[config.mk]
export PLATFORM = sky130hd
export DESIGN_NAME = spi_frame_slave
export DESIGN_NICKNAME = d
export VERILOG_FILES = /design/src/rtl/spi_frame_slave.sv
export SDC_FILE = /design/constraint.sdc
export NUM_CORES = 1
export LEC_CHECK = 0
export ABC_AREA = 0
export CAP_MARGIN = 5
export CELL_PAD_IN_SITES_DETAIL_PLACEMENT = 1
export CELL_PAD_IN_SITES_GLOBAL_PLACEMENT = 1
export CORE_UTILIZATION = 27
export CTS_CLUSTER_DIAMETER = 30
export DETAILED_ROUTE_END_ITERATION = 7
export PLACE_DENSITY = 0.52
export SKIP_LAST_GASP = 1
export SYNTH_ARGS = -nofsm -noshare
export SYNTH_HDL_FRONTEND = slang
export SYNTH_SLANG_ARGS = --single-unit
[constraint.sdc]
create_clock -name clk -period 2.7 [get_ports clk]
set_clock_uncertainty 0.15 [all_clocks]
set_input_delay 0.54 -clock clk [delete_from_list [all_inputs] [get_ports clk]]
set_output_delay 0.54 -clock clk [all_outputs]
set_load 0.05 [all_outputs]
[src/rtl/spi_frame_slave.sv]
// Purpose: SPI slave receiver that assembles 8*WORD_BYTES-bit words and emits them with a 1-cycle strobe.
// Latency: o_valid/o_data update SYNC_STAGES clk edges after the edge that first captures the final sample SCLK edge.
// Backpressure: none; the word is presented for one cycle and o_data holds it until the next word or i_clear.
//
// Ports:
//   clk, reset            system clock (>= 4x SCLK), asynchronous active-low reset
//   i_sclk/i_mosi/i_ss_n  SPI pins from the master, asynchronous to clk
//   i_clear               synchronous clear of o_data and o_word_cnt
//   o_data, o_valid       last complete word and its 1-cycle update strobe
//   o_frame_err           1-cycle pulse when SS deasserts mid-word
//   o_busy                high while a frame is being shifted in
//   o_word_cnt            words received since reset/clear, wraps at 16 bits
module spi_frame_slave #(
    parameter int WORD_BYTES  = 2,
    parameter int CPOL        = 0,
    parameter int CPHA        = 0,
    parameter int MSB_FIRST   = 1,
    parameter int SYNC_STAGES = 2
) (
    input  logic                    clk,
    input  logic                    reset,
    input  logic                    i_sclk,
    input  logic                    i_mosi,
    input  logic                    i_ss_n,
    input  logic                    i_clear,
    output logic [8*WORD_BYTES-1:0] o_data,
    output logic                    o_valid,
    output logic                    o_frame_err,
    output logic                    o_busy,
    output logic [15:0]             o_word_cnt
);

    localparam int             BITS        = 8 * WORD_BYTES;
    localparam int             CW          = $clog2(BITS);
    localparam logic           SCLK_IDLE   = (CPOL != 0);
    localparam logic           SAMPLE_RISE = (CPOL == CPHA);
    localparam logic [CW-1:0]  LAST_BIT    = CW'(BITS - 1);

    typedef enum logic {IDLE, SHIFT} state_t;

    logic [SYNC_STAGES-1:0] sclk_sync;
    logic [SYNC_STAGES-1:0] mosi_sync;
    logic [SYNC_STAGES-1:0] ss_sync;
    logic                   sclk_prev;
    logic                   ss_prev;

    logic                   sclk_s;
    logic                   mosi_s;
    logic                   ss_s;
    logic                   sample_edge;
    logic                   ss_fall;
    logic                   ss_rise;
    logic                   last_bit;
    logic [BITS-1:0]        next_word;

    state_t                 state;
    logic [CW-1:0]          bit_cnt;
    logic [BITS-1:0]        shreg;

    // SS chain resets to "asserted" so a frame already running at reset
    // release never produces a falling edge and is ignored.
    always_ff @(posedge clk or negedge reset) begin
        if (!reset) begin
            sclk_sync <= {SYNC_STAGES{SCLK_IDLE}};
            mosi_sync <= '0;
            ss_sync   <= '0;
            sclk_prev <= SCLK_IDLE;
            ss_prev   <= 1'b0;
        end else begin
            sclk_sync <= {sclk_sync[SYNC_STAGES-2:0], i_sclk};
            mosi_sync <= {mosi_sync[SYNC_STAGES-2:0], i_mosi};
            ss_sync   <= {ss_sync[SYNC_STAGES-2:0], i_ss_n};
            sclk_prev <= sclk_s;
            ss_prev   <= ss_s;
        end
    end

    always_comb begin
        sclk_s      = sclk_sync[SYNC_STAGES-1];
        mosi_s      = mosi_sync[SYNC_STAGES-1];
        ss_s        = ss_sync[SYNC_STAGES-1];
        sample_edge = SAMPLE_RISE ? (sclk_s & ~sclk_prev) : (~sclk_s & sclk_prev);
        ss_fall     = ss_prev & ~ss_s;
        ss_rise     = ~ss_prev & ss_s;
        last_bit    = sample_edge && (bit_cnt == LAST_BIT);
        next_word   = (MSB_FIRST != 0) ? {shreg[BITS-2:0], mosi_s}
                                       : {mosi_s, shreg[BITS-1:1]};
    end

    always_ff @(posedge clk or negedge reset) begin
        if (!reset) begin
            state       <= IDLE;
            bit_cnt     <= '0;
            shreg       <= '0;
            o_data      <= '0;
            o_valid     <= 1'b0;
            o_frame_err <= 1'b0;
            o_busy      <= 1'b0;
            o_word_cnt  <= '0;
        end else begin
            o_valid     <= 1'b0;
            o_frame_err <= 1'b0;
            case (state)
                IDLE: begin
                    if (ss_fall) begin
                        state   <= SHIFT;
                        o_busy  <= 1'b1;
                        bit_cnt <= '0;
                    end
                end
                SHIFT: begin
                    // A non-final bit arriving with SS release is dropped.
                    if (sample_edge && !(ss_rise && !last_bit)) begin
                        shreg   <= next_word;
                        bit_cnt <= last_bit ? '0 : bit_cnt + 1'b1;
                    end
                    if (last_bit && !i_clear) begin
                        o_data     <= next_word;
                        o_valid    <= 1'b1;
                        o_word_cnt <= o_word_cnt + 16'd1;
                    end
                    if (ss_rise) begin
                        state  <= IDLE;
                        o_busy <= 1'b0;
                        // A completing word wins over the framing error.
                        if (!last_bit && (bit_cnt != '0 || sample_edge))
                            o_frame_err <= 1'b1;
                    end
                end
                default: begin
                    state  <= IDLE;
                    o_busy <= 1'b0;
                end
            endcase
            // Clear takes priority over a word completing in the same cycle.
            if (i_clear) begin
                o_data     <= '0;
                o_word_cnt <= '0;
            end
        end
    end

endmodule

== Yosys cells after proc, flatten, opt, wreduce, memory -nomap -nowiden ==
Cells that the tools add are included.

* Bits in registers: 63
* Bits of input ports: 6
* Output and inout port bits: 35
* Word-level logic and storage cells: 63

* Add/subtract/negate cells: 2
* Equal/unequal tests: 4
* Mux-type cells: 21
* Bitwise gates (word level): 7
* Reductions and logical operators: 16

{| class="wikitable"
|+ Operators with widths
! operator !! number
|-
| 16-bit two-way mux || 6
|-
| 16-bit by 1-bit adder with 16-bit output (second input constant) || 1
|-
| 4-bit two-way mux || 3
|-
| 1-bit two-way mux || 9
|-
| 4-bit one-hot mux with 2 select lines || 1
|-
| 2-bit AND reduction || 4
|-
| 1-bit logical AND || 5
|-
| 4-bit by 1-bit adder with 4-bit output (second input constant) || 1
|-
| 4-bit == test (second input constant) || 1
|-
| 2-bit inequality test (second input constant) || 2
|-
| 1-bit inverter || 4
|-
| 1-bit one-hot mux with 2 select lines || 2
|-
| 2-bit nonzero test || 2
|-
| 4-bit nonzero test || 1
|-
| 1-bit AND || 3
|-
| 1-bit zero test || 3
|-
| 2-bit by 1-bit inequality test with 1-bit output (second input constant) || 1
|-
| 1-bit logical OR || 1
|}

== Logic depth before layout (Yosys ltp) ==
* Depth in word-level cells: 9
* Gate-level depth with buffers: 7
* Depth with buffers taken out: 5

== Worst setup path before layout ==
No wires, ideal clock.

* Kind: flip-flop to flip-flop
* Start: reg o_word_cnt[0]
* End: reg o_word_cnt[10]
* Setup time: 0.078 ns
* Arrival: 2.035 ns
* Required time: 2.472 ns
* Slack: 0.437 ns
* Cell stages (with the launch flop): 7
* Path buffers: 1
* Clock period less this slack: 2.263 ns
* Path through: dfrtp_1 ha_1 nand4_1 or4_1 buf_2 or3_1 a21oi_1

* Cells in the longest elaborated chain, start to end: 4

{| class="wikitable"
|+ RTL lines
! what !! RTL line !! source
|-
| start, declared || 30 || <nowiki>output logic [15:0] o_word_cnt</nowiki>
|-
| start signal, assigned || 120 || <nowiki>o_word_cnt <= o_word_cnt + 16'd1;</nowiki>
|-
| 16-bit by 1-bit adder with 16-bit output || 120 ||
|-
| 16-bit two-way mux || 117 || <nowiki>if (last_bit && !i_clear) begin</nowiki>
|-
| 16-bit two-way mux || 103 || <nowiki>case (state)</nowiki>
|-
| 16-bit two-way mux || 136 || <nowiki>if (i_clear) begin</nowiki>
|}

No other way between the ends. The select of a mux whose other input is x is not followed.
A chain may end at the register's enable or synchronous reset.

== Worst setup path after layout ==
* Start: reg o_word_cnt[2]
* End: out o_word_cnt[2]

No word-level cell between the ends.

==> results.cfg <==
[outcome]
status = complete, no violations

[logic_synthesis]
synth_seq_cells = 63
synth.avg_cell_area_um2 = 10.73
synth_largest_area_cell = dfrtp_1
netlist_area_um2 = 2606
ys_seq_area_share_pct = 60.49
syn_inst = 243
syn-num-nets = 252
synth_cell_types = 31
yosysWarnings = 0
netlist.area_leader.share_pct = 60.49
synth_area_leaders = dfrtp_1, mux2_2, nand2_1

[sta]
worst_slew_pin_slew_ps = 667.9
drv_slew = 0
setup_tns_ps = 0
fmax_ghz = 0.4300
rsz0062_at_grt = no
maxSlewHeadroom_pct = 55.36
fin_crit_ps = 2326
timing.final.crit_share_pct = 86.14
finalSetupViolations = 0
hold_violations = 0

[final_layout]
antennaDiodeCount = 0
drive_gt1_share_pct = 14.58
fin_area_um2 = 3400
fill_cells = 1067
nets = 299
syn_to_final_growth_pct = 30.44

[global_routing]
first_global_vias = 1984
grt_pass1_wl_um = 9777
grt_max_degree = 33
grt_usage_pct = 12.79
antenna_found_initial = 0
grt_overflow_total = 0

[route]
first_iter_violations = 40
drt-met1-wl_um = 2926
wl_per_cell_um = 13.54
drt.antenna.violating_nets = 0
dr.pass1.iters = 3
wl_met2_um = 2492
drc = 0
dr.max_layer_used = met4
routed-wl-met3_um = 178
drt-total-wl_um = 5742
via_count = 1917
route.detailed.vias_per_inst = 4.521

[cts]
cts_hold_buf = 0
cts_resized = 0
ctsRootBufferMaster = clkbuf_8
clk_latency_ps = 340
cts.clk_slew.worst_paths_ps = 70
cts.path.max_buffers = 2
cts_tree = built
cts.sinks = 63
cts_buffers = 9
h-tree-depth = 3
post_cts_buffers = 0

[pwr]
leakage_uw = 0.001416
power_density_nw_per_um2 = 605.2
ir_drop_uv = 274.8

[place]
gp_congestion = 0.7240
port_buffers = 40
placed_area_um2 = 3184
dp_hpwl_um = 3886

[worst_setup_path]
crit_type = reg2out
arrival_ps = 1640
cp.required_ps = 2010
cpPeakStageDelay_ps = 840
cp_max_fo = 6
critical_path.top_delay_family = buffers and inverters
crit_slowest_cell = clkdlybuf4s50_1
reg2regPathDepth = 5
path_cells = clkdlybuf4s50_1
worst_setup_path_end_kind = output pin
path_depth = 1
critPathLaunchType = register
cp_num_buf_inv = 1

[run]
maxCapViolations = 0

[floorplanning]
rows = 35
start_util_pct = 28.07
die_area_um2 = 10050
die_width_um = 100.3
die_h_um = 100.3
placeableCoreArea_um2 = 9284
ios = 41

[worst_hold_path]
min_path_type = in2async
==> worst reg2reg max path, cell delays in order, from the launching register on <==
cell and delay, ps:
dfrtp_1 410, ha_1 230, nand3_2 160, or4_1 700, or3_1 400, a21oi_1 140
==> worst paths after layout <==
kind                               startpoint            end  slack, ps
worst max register to register     bit_cnt[0]  o_word_cnt[8]        440
max in group asynchronous               reset      shreg[10]       1790
min in group clk                 sclk_sync[0]   sclk_sync[1]        200
worst min-delay path                    reset    o_frame_err         40
worst min register to register   sclk_sync[0]   sclk_sync[1]        200
worst max-delay path            o_word_cnt[2]  o_word_cnt[2]        370
==> power breakdown <==
| group | switching (uW) | internal (uW) | total [uW] |
|---|---|---|---|
| registers | 42.7 | 999 | 1040 |
| logic | 70.9 | 64.5 | 135 |
| clock network | 395 | 485 | 880 |
==> cell usage in the layout, fill, tap and decap left out, types with 7 or more instances in the layout <==
cell             netlist  routed
a21oi_1               26      26
nor2_1                12      12
dfrtp_1               63      63
clkdlybuf4s50_1        0      39
nand2_1               46      46
mux2_2                16      16
or3_1                  7       7
clkbuf_8               0      11
o21ai_0               10      10
==> through the flow <==
step	cells	power [uW]	setup slack, ps	utilization, %	hold WS (ps)
after floorplan	243	1134	437.3	-	94.41
after global placement	408	1198	516.4	34.30	181.8
after detailed placement	408	1201	454.4	34.30	186.4
after CTS	424	2102	354.8	36.62	52.29
after global routing	424	2163	307.8	36.62	77.89
final	424	2057	374.3	36.62	42.32
==> cell families after synthesis <==
logic type	Yosys count	synth area share [%]
XOR/XNOR	6	2.016
multiplexers	17	7.297
AO/OA/AOI/OAI	41	8.354
AND/OR/NAND/NOR	96	17.86
flip-flops	63	60.49
buffers and inverters	17	2.544
adder cells (fa/ha/maj)	3	1.440
==> state kept, by name, summed over array words and instances (netlist names), 2 cells and up <==
name        count
o_word_cnt     16
o_data         16
mosi_sync       2
sclk_sync       2
bit_cnt         4
shreg          15
ss_sync         2
==> layer usage <==
metal	vias up	global-route usage [%]
li1	926	-
met1	945	17.18
met2	35	18.97
met3	11	3.064
met4	0	7.023
met5	-	0
==> cells in the mapped netlist (all sizes together) <==
| cell type | number |
|---|---|
| nand2 | 46 |
| nor4 | 3 |
| ha | 3 |
| nand4 | 4 |
| o31ai | 1 |
| nand2b | 1 |
| nand3b | 1 |
| nor2b | 4 |
| nor3 | 2 |
| buf | 2 |
| xnor2 | 5 |
| clkbuf | 9 |
| nand3 | 7 |
| or4 | 3 |
| and3 | 3 |
| dfrtp | 63 |
| a31oi | 1 |
| inv | 6 |
| and3b | 1 |
| xor2 | 1 |
| mux2i | 1 |
| or3 | 7 |
| and4 | 2 |
| nor2 | 12 |
| mux2 | 16 |
| a221oi | 1 |
| a21oi | 27 |
| o21ai | 10 |
| o22ai | 1 |
==> final cells by class <==
class | instances | area (um2) | area share [%]
flip-flops and latches | 63 | 1577 | 46.37
multi-input cells | 163 | 963.4 | 28.34
repair buffers | 47 | 460.4 | 13.54
well taps | 129 | 161.4 | 4.748
clock buffers | 11 | 151.4 | 4.453
clock inverters | 5 | 63.81 | 1.877
inverters | 6 | 22.52 | 0.6625
No activity file was read; power rests on OpenSTA's default activity.
